**src/rtl/scan_test_seq_if.sv**
```systemverilog
//------------------------------------------------------------------------------
// Module   : scan_test_seq_if
// Brief    : Pattern-beat and response-beat handshake bundle for scan_test_seq.
// Revision : 1.0 - initial release
//------------------------------------------------------------------------------
`default_nettype none

interface scan_test_seq_if #(
    parameter int NUM_CHAINS = 7
);
    logic                  pat_valid;
    logic                  pat_ready;
    logic [NUM_CHAINS-1:0] pat_data;
    logic                  resp_valid;
    logic                  resp_ready;
    logic [NUM_CHAINS-1:0] resp_data;

    // Pattern source / response sink side.
    modport master (
        output pat_valid,
        output pat_data,
        output resp_ready,
        input  pat_ready,
        input  resp_valid,
        input  resp_data
    );

    // Sequencer side.
    modport slave (
        input  pat_valid,
        input  pat_data,
        input  resp_ready,
        output pat_ready,
        output resp_valid,
        output resp_data
    );
endinterface

`default_nettype wire

```
**src/rtl/scan_test_seq.sv**
```systemverilog
//------------------------------------------------------------------------------
// Module   : scan_test_seq
// Brief    : Scan load/capture/unload sequencer with overlapped load/unload.
//            Optional MISR response compaction when SCAN_MISR_EN is defined.
// Revision : 1.0 - initial release
//------------------------------------------------------------------------------
`default_nettype none

module scan_test_seq #(
    parameter int NUM_CHAINS = 7,
    parameter int CHAIN_LEN  = 40,
    parameter int PAT_W      = 16
) (
    input  wire logic                  CK,
    input  wire logic                  RN,
    input  wire logic                  start,
    input  wire logic [PAT_W-1:0]      num_pat,
    scan_test_seq_if.slave             bus,
    output logic      [NUM_CHAINS-1:0] si,
    input  wire logic [NUM_CHAINS-1:0] so,
    output logic                       scan_en,
    output logic                       dut_ce,
    output logic                       busy,
    output logic                       done,
    output logic      [NUM_CHAINS-1:0] signature
);

    localparam int CNT_W = (CHAIN_LEN > 1) ? $clog2(CHAIN_LEN) : 1;
    localparam logic [CNT_W-1:0] LAST_BEAT = CNT_W'(CHAIN_LEN - 1);

    typedef enum logic [2:0] {
        ST_IDLE    = 3'd0,
        ST_LOAD    = 3'd1,
        ST_CAPTURE = 3'd2,
        ST_UNLOAD  = 3'd3,
        ST_DONE    = 3'd4
    } state_t;

    state_t            state_q, state_d;
    logic [CNT_W-1:0]  cnt_q, cnt_d;
    logic [PAT_W-1:0]  rem_q, rem_d;
    logic              first_q, first_d;
    logic              scan_en_q;

    logic                  w_beat_fire;
    logic                  w_dut_ce;
    logic                  w_pat_ready;
    logic                  w_resp_valid;
    logic [NUM_CHAINS-1:0] w_si;

    always_comb begin
        state_d      = state_q;
        cnt_d        = cnt_q;
        rem_d        = rem_q;
        first_d      = first_q;
        w_beat_fire  = 1'b0;
        w_dut_ce     = 1'b0;
        w_pat_ready  = 1'b0;
        w_resp_valid = 1'b0;
        w_si         = '0;

        case (state_q)
            ST_IDLE: begin
                if (start) begin
                    if (num_pat != '0) begin
                        state_d = ST_LOAD;
                        cnt_d   = '0;
                        rem_d   = num_pat;
                        first_d = 1'b1;
                    end else begin
                        state_d = ST_DONE;
                    end
                end
            end

            ST_LOAD: begin
                // Past the first pattern every load beat also unloads a response,
                // so the beat must wait for the response sink as well.
                w_pat_ready  = first_q || bus.resp_ready;
                w_resp_valid = !first_q && bus.pat_valid;
                w_beat_fire  = bus.pat_valid && w_pat_ready;
                w_dut_ce     = w_beat_fire;
                w_si         = bus.pat_data;
                if (w_beat_fire) begin
                    if (cnt_q == LAST_BEAT) begin
                        state_d = ST_CAPTURE;
                        cnt_d   = '0;
                    end else begin
                        cnt_d = cnt_q + CNT_W'(1);
                    end
                end
            end

            ST_CAPTURE: begin
                w_dut_ce = 1'b1;
                rem_d    = rem_q - PAT_W'(1);
                first_d  = 1'b0;
                state_d  = (rem_q != PAT_W'(1)) ? ST_LOAD : ST_UNLOAD;
            end

            ST_UNLOAD: begin
                w_resp_valid = 1'b1;
                w_beat_fire  = bus.resp_ready;
                w_dut_ce     = w_beat_fire;
                if (w_beat_fire) begin
                    if (cnt_q == LAST_BEAT) begin
                        state_d = ST_DONE;
                        cnt_d   = '0;
                    end else begin
                        cnt_d = cnt_q + CNT_W'(1);
                    end
                end
            end

            ST_DONE: begin
                state_d = ST_IDLE;
            end

            default: begin
                state_d = ST_IDLE;
            end
        endcase
    end

    always_ff @(posedge CK or negedge RN) begin
        if (!RN) begin
            state_q   <= ST_IDLE;
            cnt_q     <= '0;
            rem_q     <= '0;
            first_q   <= 1'b0;
            scan_en_q <= 1'b0;
        end else begin
            state_q   <= state_d;
            cnt_q     <= cnt_d;
            rem_q     <= rem_d;
            first_q   <= first_d;
            scan_en_q <= (state_d == ST_LOAD) || (state_d == ST_UNLOAD);
        end
    end

`ifdef SCAN_MISR_EN
    logic [NUM_CHAINS-1:0] misr_q, misr_d;
    logic                  w_start_acc;
    logic                  w_resp_fire;

    assign w_start_acc = (state_q == ST_IDLE) && start;
    assign w_resp_fire = w_resp_valid && bus.resp_ready;

    always_comb begin
        misr_d = misr_q;
        if (w_start_acc) begin
            misr_d = '0;
        end else if (w_resp_fire) begin
            misr_d = {misr_q[NUM_CHAINS-2:0],
                      misr_q[NUM_CHAINS-1] ^ misr_q[NUM_CHAINS-2]} ^ so;
        end
    end

    always_ff @(posedge CK or negedge RN) begin
        if (!RN) begin
            misr_q <= '0;
        end else begin
            misr_q <= misr_d;
        end
    end

    assign signature = misr_q;
`else
    assign signature = '0;
`endif

    assign bus.pat_ready  = w_pat_ready;
    assign bus.resp_valid = w_resp_valid;
    assign bus.resp_data  = w_resp_valid ? so : '0;

    assign si      = w_si;
    assign scan_en = scan_en_q;
    assign dut_ce  = w_dut_ce;
    assign busy    = (state_q != ST_IDLE);
    assign done    = (state_q == ST_DONE);

endmodule

`default_nettype wire

```
**src/flat_wrapper.sv**
```systemverilog
// flat-port wrapper written by rule: the top's interface ports become plain ports
module scan_test_seq_flat 
#(
    parameter int NUM_CHAINS = 7,
    parameter int CHAIN_LEN  = 40,
    parameter int PAT_W      = 16
)
  (CK, RN, start, num_pat, si, so, scan_en, dut_ce, busy, done, signature, bus_pat_valid, bus_pat_data, bus_resp_ready, bus_pat_ready, bus_resp_valid, bus_resp_data);
  scan_test_seq_if #(.NUM_CHAINS(NUM_CHAINS)) bus_i ();
  input  wire logic CK;
  input  wire logic RN;
  input  wire logic start;
  input  wire logic [PAT_W-1:0] num_pat;
  output logic      [NUM_CHAINS-1:0] si;
  input  wire logic [NUM_CHAINS-1:0] so;
  output logic scan_en;
  output logic dut_ce;
  output logic busy;
  output logic done;
  output logic      [NUM_CHAINS-1:0] signature;
  input wire logic [$bits(bus_i.pat_valid)-1:0] bus_pat_valid;
  input wire logic [$bits(bus_i.pat_data)-1:0] bus_pat_data;
  input wire logic [$bits(bus_i.resp_ready)-1:0] bus_resp_ready;
  output wire logic [$bits(bus_i.pat_ready)-1:0] bus_pat_ready;
  output wire logic [$bits(bus_i.resp_valid)-1:0] bus_resp_valid;
  output wire logic [$bits(bus_i.resp_data)-1:0] bus_resp_data;
  assign bus_i.pat_valid = bus_pat_valid;
  assign bus_i.pat_data = bus_pat_data;
  assign bus_i.resp_ready = bus_resp_ready;
  assign bus_pat_ready = bus_i.pat_ready;
  assign bus_resp_valid = bus_i.resp_valid;
  assign bus_resp_data = bus_i.resp_data;
  scan_test_seq #(.NUM_CHAINS(NUM_CHAINS), .CHAIN_LEN(CHAIN_LEN), .PAT_W(PAT_W)) u_core (.CK(CK), .RN(RN), .start(start), .num_pat(num_pat), .bus(bus_i), .si(si), .so(so), .scan_en(scan_en), .dut_ce(dut_ce), .busy(busy), .done(done), .signature(signature));
endmodule
```
**config.mk**
```make
export PLATFORM = sky130hd
export DESIGN_NAME = scan_test_seq_flat
export DESIGN_NICKNAME = d
export VERILOG_FILES = /design/src/rtl/scan_test_seq_if.sv /design/src/rtl/scan_test_seq.sv /design/src/flat_wrapper.sv
export SDC_FILE = /design/constraint.sdc
export NUM_CORES = 1
export LEC_CHECK = 0
export CELL_PAD_IN_SITES_DETAIL_PLACEMENT = 2
export CELL_PAD_IN_SITES_GLOBAL_PLACEMENT = 2
export CORE_ASPECT_RATIO = 1.75
export CORE_MARGIN = 2
export CORE_UTILIZATION = 28
export DETAILED_ROUTE_END_ITERATION = 7
export GPL_TIMING_DRIVEN = 0
export PLACE_DENSITY_LB_ADDON = 0.1
export SLEW_MARGIN = 20
export SYNTH_ARGS = -nofsm -noshare
export SYNTH_HDL_FRONTEND = slang
export SYNTH_SLANG_ARGS = --single-unit
```
**constraint.sdc**
```tcl
create_clock -name CK -period 3.5 [get_ports CK]
set_clock_uncertainty 0.05 [all_clocks]
set_input_delay 0.7 -clock CK [delete_from_list [all_inputs] [get_ports CK]]
set_output_delay 0.7 -clock CK [all_outputs]
set_load 0.05 [all_outputs]
```
# After elaboration in Yosys (flattened, before gate mapping)
# Cells that the tools add are included.
# classes
reduce_logical	12
addsub	2
mux	25
eq_ne	12
# ops
op	n
$mux 16	2
$pmux 16 s2	1
$mux 6	5
$mux 3	6
$pmux 6 s3	1
$ne 16x1->1 const B	1
$reduce_bool 16->1	1
$sub 16x1->16 const B	1
$mux 7	2
$pmux 3 s4	1
$eq 3x2->1 const B	3
$add 6x1->6 const B	1
$eq 3x1->1 const B	2
$eq 6x6->1 const B	1
$reduce_bool 3->1	2
$reduce_and 5->1	1
$ne 2x1->1 const B	2
$ne 2x2->1 const B	2
$pmux 1 s2	2
$eq 3x3->1 const B	1
$logic_not 3->1	1
$mux 1	3
$pmux 1 s3	1
$reduce_and 3->1	1
other kinds (5)	7
# totals
inputBits	35
ff_bits	27
output_inout_bits	27

# Depth between registers and ports, before layout
# depth
word_depth	6
ltp_mapped	7
ltp_nobuf	7

# Worst setup path after synthesis
# No wires, ideal clock.
# synth_timing
path_kind	register to output
from	reg u_core.state_q[0]
to	out bus_resp_data[0]
path_stages_with_launch	5
arrival_ns	2.106
t_required_ns	2.750
setup_slack_ns	0.644
path_cell_list	dfrtp_1 -> clkbuf_1 -> nand2b_1 -> nor2_1 -> and2_1
# synth_via
elab_chain_cells	3
# synth_rtl
element	line	rtl
start, declared	scan_test_seq.sv:39	state_t state_q, state_d;
start signal, assigned	scan_test_seq.sv:133	state_q <= state_d;
$eq 3x2->1 or $eq 3x1->1 (tied branches)	scan_test_seq.sv:62	case (state_q)
$pmux 1 s2 (*)	scan_test_seq.sv:62	
named net bus_resp_valid	flat_wrapper.sv:25	output wire logic [$bits(bus_i.resp_valid)-1:0] bus_resp_valid;
$mux 7 (*)	scan_test_seq.sv:174	assign bus.resp_data = w_resp_valid ? so : '0;
end, declared	flat_wrapper.sv:26	output wire logic [$bits(bus_i.resp_data)-1:0] bus_resp_data;
# Mark *: on every way through the listed nets, which the timed path passes. The rest lies on a longest branch.

# Worst setup path in the final report
# layout_timing
from	in bus_pat_valid
to	out bus_resp_data[5]
# layout_via
elab_chain_cells	3
# layout_rtl
element	line	rtl
start, declared	flat_wrapper.sv:21	input wire logic [$bits(bus_i.pat_valid)-1:0] bus_pat_valid;
$logic_and 1x1->1	scan_test_seq.sv:80	w_resp_valid = !first_q && bus.pat_valid;
$pmux 1 s2	scan_test_seq.sv:62	
$mux 7	scan_test_seq.sv:174	
# No other way between the ends.

==> flow_summary.rst <==
.. list-table::
   :header-rows: 1

   * - Metric
     - Value
   * - Detailed-route via count
     - between 1500 and 2000
   * - Area taken by multi-input logic gates
     - 1055 µm²
   * - Worst slew slack as a fraction of its limit
     - 53.75%
   * - Number of endpoints with negative hold slack in the final report
     - 0
   * - Slew at the pin closest to its max-slew limit
     - between 600 and 700 ps
   * - Effective utilization at floorplan
     - 29.01%
   * - Post-synthesis mux area share
     - 0.5540%
   * - Max-Cap Viols
     - 0
   * - Final antenna-violating net count
     - 0
   * - Number of diodes added for antenna fixing
     - 0
   * - Most frequent cell after synthesis
     - sky130_fd_sc_hd__dfrtp_1
   * - Slew Limit Fails
     - 0
   * - Fin nets
     - 316
   * - Count of warnings emitted by yosys
     - 0
   * - Number of flip-flops and latches in the synthesized netlist
     - 27
   * - Unrepaired setup endpoints after global routing
     - false
   * - Maximum number of pins on one net before global-route repair
     - 28
   * - Buffer cell driving the clock tree root
     - sky130_fd_sc_hd__clkbuf_8
   * - Routed Wire Length
     - 6511 µm
   * - Power density over the cells
     - about 740 nW/µm²
   * - Synthesized netlist cell count
     - 213
   * - Length of the first detailed-routing pass in iterations
     - 4
   * - Crit share post-route
     - a little over nine tenths
   * - Crit Path Category
     - primary input to output port
   * - H-tree levels
     - 1
   * - Number of buffers created by CTS
     - 3
   * - Number of post-CTS setup repair buffers
     - 0
   * - Clock network latency to the later pin of the worst-skew pair
     - 280 ps
   * - Data arrival at the endpoint of the critical path
     - between 2000 and 3000 ps
   * - Synth top cells by count
     - sky130_fd_sc_hd__dfrtp_1, sky130_fd_sc_hd__nor2_1, sky130_fd_sc_hd__nand2_1
   * - Max IR drop VDD
     - 0.4273 mV
   * - Top cell type by total area after synthesis
     - sky130_fd_sc_hd__dfrtp_1
   * - Total overflow reported by the global router
     - 0
   * - Complex-gate fraction of the synthesized area
     - 23.41%
   * - Crit-path max cell delay
     - 790 ps
   * - Die outline width
     - 64.72 µm
   * - TritonCTS sink count
     - 27
   * - Worst min-delay path category
     - primary input to async pin
   * - CTS clk-pin slew, worst paths
     - 110 ps
   * - Sort of element at the end of the critical path
     - output port
   * - Leading post-synthesis cells by cell area
     - sky130_fd_sc_hd__dfrtp_1, sky130_fd_sc_hd__and2_1, sky130_fd_sc_hd__nor2_1
   * - Sum of internal, switching and leakage power
     - 1.863 mW
   * - Fmax
     - 0.2960 GHz
   * - Standard-cell rows
     - 38
   * - Cell at the slowest stage of the critical path
     - sky130_fd_sc_hd__clkdlybuf4s50_1
   * - Total global routing track utilization
     - between 10% and 20%
   * - Crit path required time
     - 2750 ps
   * - Main combinational cell family by area after synthesis
     - simple AND/OR/NAND/NOR gates
   * - Global-route wire length before repair
     - 10540 µm
   * - Xor/xnor share of the synthesized area
     - 0%
   * - Post-cts resize count
     - 0
   * - Fillers
     - 716
   * - Signed area change from the synthesized netlist to the final layout
     - 39.96%
   * - Full die area
     - about 7000 µm²
   * - Cell leakage power
     - 1.024 nW
   * - Die outline height
     - 110.3 µm
   * - Number of enable flip-flop cells after synthesis
     - 0
   * - Final total negative setup slack
     - 0 ps
   * - Maximum net fanout on the critical path
     - 8
   * - Residual DRC
     - 0
   * - Crit-path most repeated cell
     - sky130_fd_sc_hd__clkdlybuf4s50_1
   * - Share of synthesized cell area in and, or, nand and nor gates
     - 30.75%
   * - Pre-CTS setup slack
     - 84.27 ps
   * - Synth Cell Area
     - 1807 µm²
   * - Critical path startpoint category
     - primary input
   * - Clock period minus worst slack
     - 3379 ps
   * - Top-area cell type share of the netlist area
     - between 30% and 40%
   * - Maximum root-to-sink buffer count
     - 2
   * - Post-Route Hold Slack
     - 393.1 ps
   * - Sequential fraction of the synthesis area
     - 37.40%
   * - Result of the run
     - finished clean
   * - Avg Cell Area, Syn
     - between 8 and 9 µm²
   * - Layout cells sized above 1
     - roughly a tenth
   * - Mean routed wirelength per cell
     - 18.24 µm
   * - Top-level port count
     - 62
   * - Initial antenna violation count
     - 0
   * - Final-report setup violation count
     - 0
   * - Post-cts hold buffer count
     - 0
   * - Sequential cell area
     - 675.6 µm²
   * - Share of synthesized cell area in full adder, half adder and majority cells
     - between 2 and 2.5%
   * - Clock tree from TritonCTS
     - yes
   * - Placer's final routability congestion estimate
     - 0.7723
   * - Half-perimeter wire length after placement
     - 5224 µm
   * - Final critical-path setup slack
     - 121.2 ps
   * - Non-filler cells in the finished layout
     - 357
   * - Dpl cells
     - 353
   * - Drt via density
     - 5.331
   * - Most common flop cell mapped by yosys
     - sky130_fd_sc_hd__dfrtp_1
   * - Gate family responsible for the most delay along the worst path
     - buffers and inverters
   * - I/O Buffers
     - between 50 and 60
   * - Share of flip-flops with an asynchronous set or reset after synthesis
     - 100.0%
   * - Placeable core area
     - approximately 6200 µm²
   * - Worst path cell trace
     - clkdlybuf4s50_1 > a21oi_1 > nor2_1 > and2_1 > clkdlybuf4s50_1
   * - Drt first-iter violations
     - 87
   * - Count of buffer and inverter cells on the critical path
     - 2
   * - Number of different library cells in the post-synthesis netlist
     - 46
   * - Via count of the first global-routing pass
     - 2098
==> registers in the layout, summed over array words and instances, names as in the netlist <==
register,cells
u_core.scan_en,1
u_core.rem_q,16
u_core.first_q,1
u_core.state_q,3
u_core.cnt_q,6
==> layout make-up <==
cell class | count | share of cell area (%)
Tap cell | 80 | 3.958
Sequential cell | 27 | 26.72
Timing Repair Buffer | 54 | 21.77
Multi-Input combinational cell | 174 | 41.71
Inverter | 6 | 0.8906
Clock buffer | 3 | 1.633
Buffer | 12 | 3.117
Clock inverter | 1 | 0.1979
==> per-stage QoR <==
| step | cell area [µm²] | utilization, % |
|---|---|---|
| finish | 2529 | 40.60 |
| global placement | 2470 | 39.65 |
| floorplan | 1829 | - |
| CTS | 2511 | 40.32 |
| global route | 2529 | 40.60 |
| detailed placement | 2465 | 39.57 |
==> cells by family (layout without fill, tap and decap cells) <==
family,Yosys count,in the layout
buffers and inverters,18,76
and+or+nand+nor,105,105
adders and majority gates,3,3
other,1,7
DFF,27,27
AOI/OAI and AO/OA,58,58
muxes,1,1
==> cell usage in the layout (no fill, tap or decap), drive strengths merged, types with 2 or more instances in the layout <==
master and instances:
nand3 8, o31ai 2, nor3 14, buf 9
nor2 22, dlymetal6s2s 6, o221a 3, nand4 4
o21a 3, a211oi 8, nand2b 3, nor3b 3
nand2 21, or3 3, a21oi 14, dfrtp 27
o211ai 5, and2 15, clkdlybuf4s50 47, clkbuf 7
or4 5, o41ai 2, conb 7, o22ai 2
o21ai 11, ha 3, nor4 3, inv 6
==> metal layers <==
layer / part of all wire [%] / vias up / GRT usage, %
li1: - / 901 / -
met1: 38 / 941 / 20.37
met2: 57 / 59 / 39.18
met3: 4.1 / 2 / 2.944
met4: 0.23 / 0 / 3.799
met5: 0 / - / 0
==> power breakdown <==
part	total [mW]	internal (mW)	switching, mW
Combinational	1.06	0.404	0.659
Clock	0.191	0.0802	0.110
Sequential	0.610	0.447	0.163
==> worst paths after layout <==
| check | startpoint | endpoint | slack (ps) | depth (start not counted) |
|---|---|---|---|---|
| setup / recovery | bus_pat_valid | bus_resp_data[5] | 120 | 5 |
| hold / removal | RN | u_core.rem_q[9]$_DFFE_PN0P_ | 390 | 1 |
| setup reg to reg | u_core.state_q[0]$_DFF_PN0_ | u_core.rem_q[14]$_DFFE_PN0P_ | 1090 | 6 |
| hold reg to reg | u_core.rem_q[14]$_DFFE_PN0P_ | u_core.rem_q[14]$_DFFE_PN0P_ | 450 | 1 |
| max in group asynchronous | RN | u_core.rem_q[5]$_DFFE_PN0P_ | 2550 | 1 |
| min in group CK | u_core.rem_q[14]$_DFFE_PN0P_ | u_core.rem_q[14]$_DFFE_PN0P_ | 450 | 1 |
(Power assumes the default switching activity.)
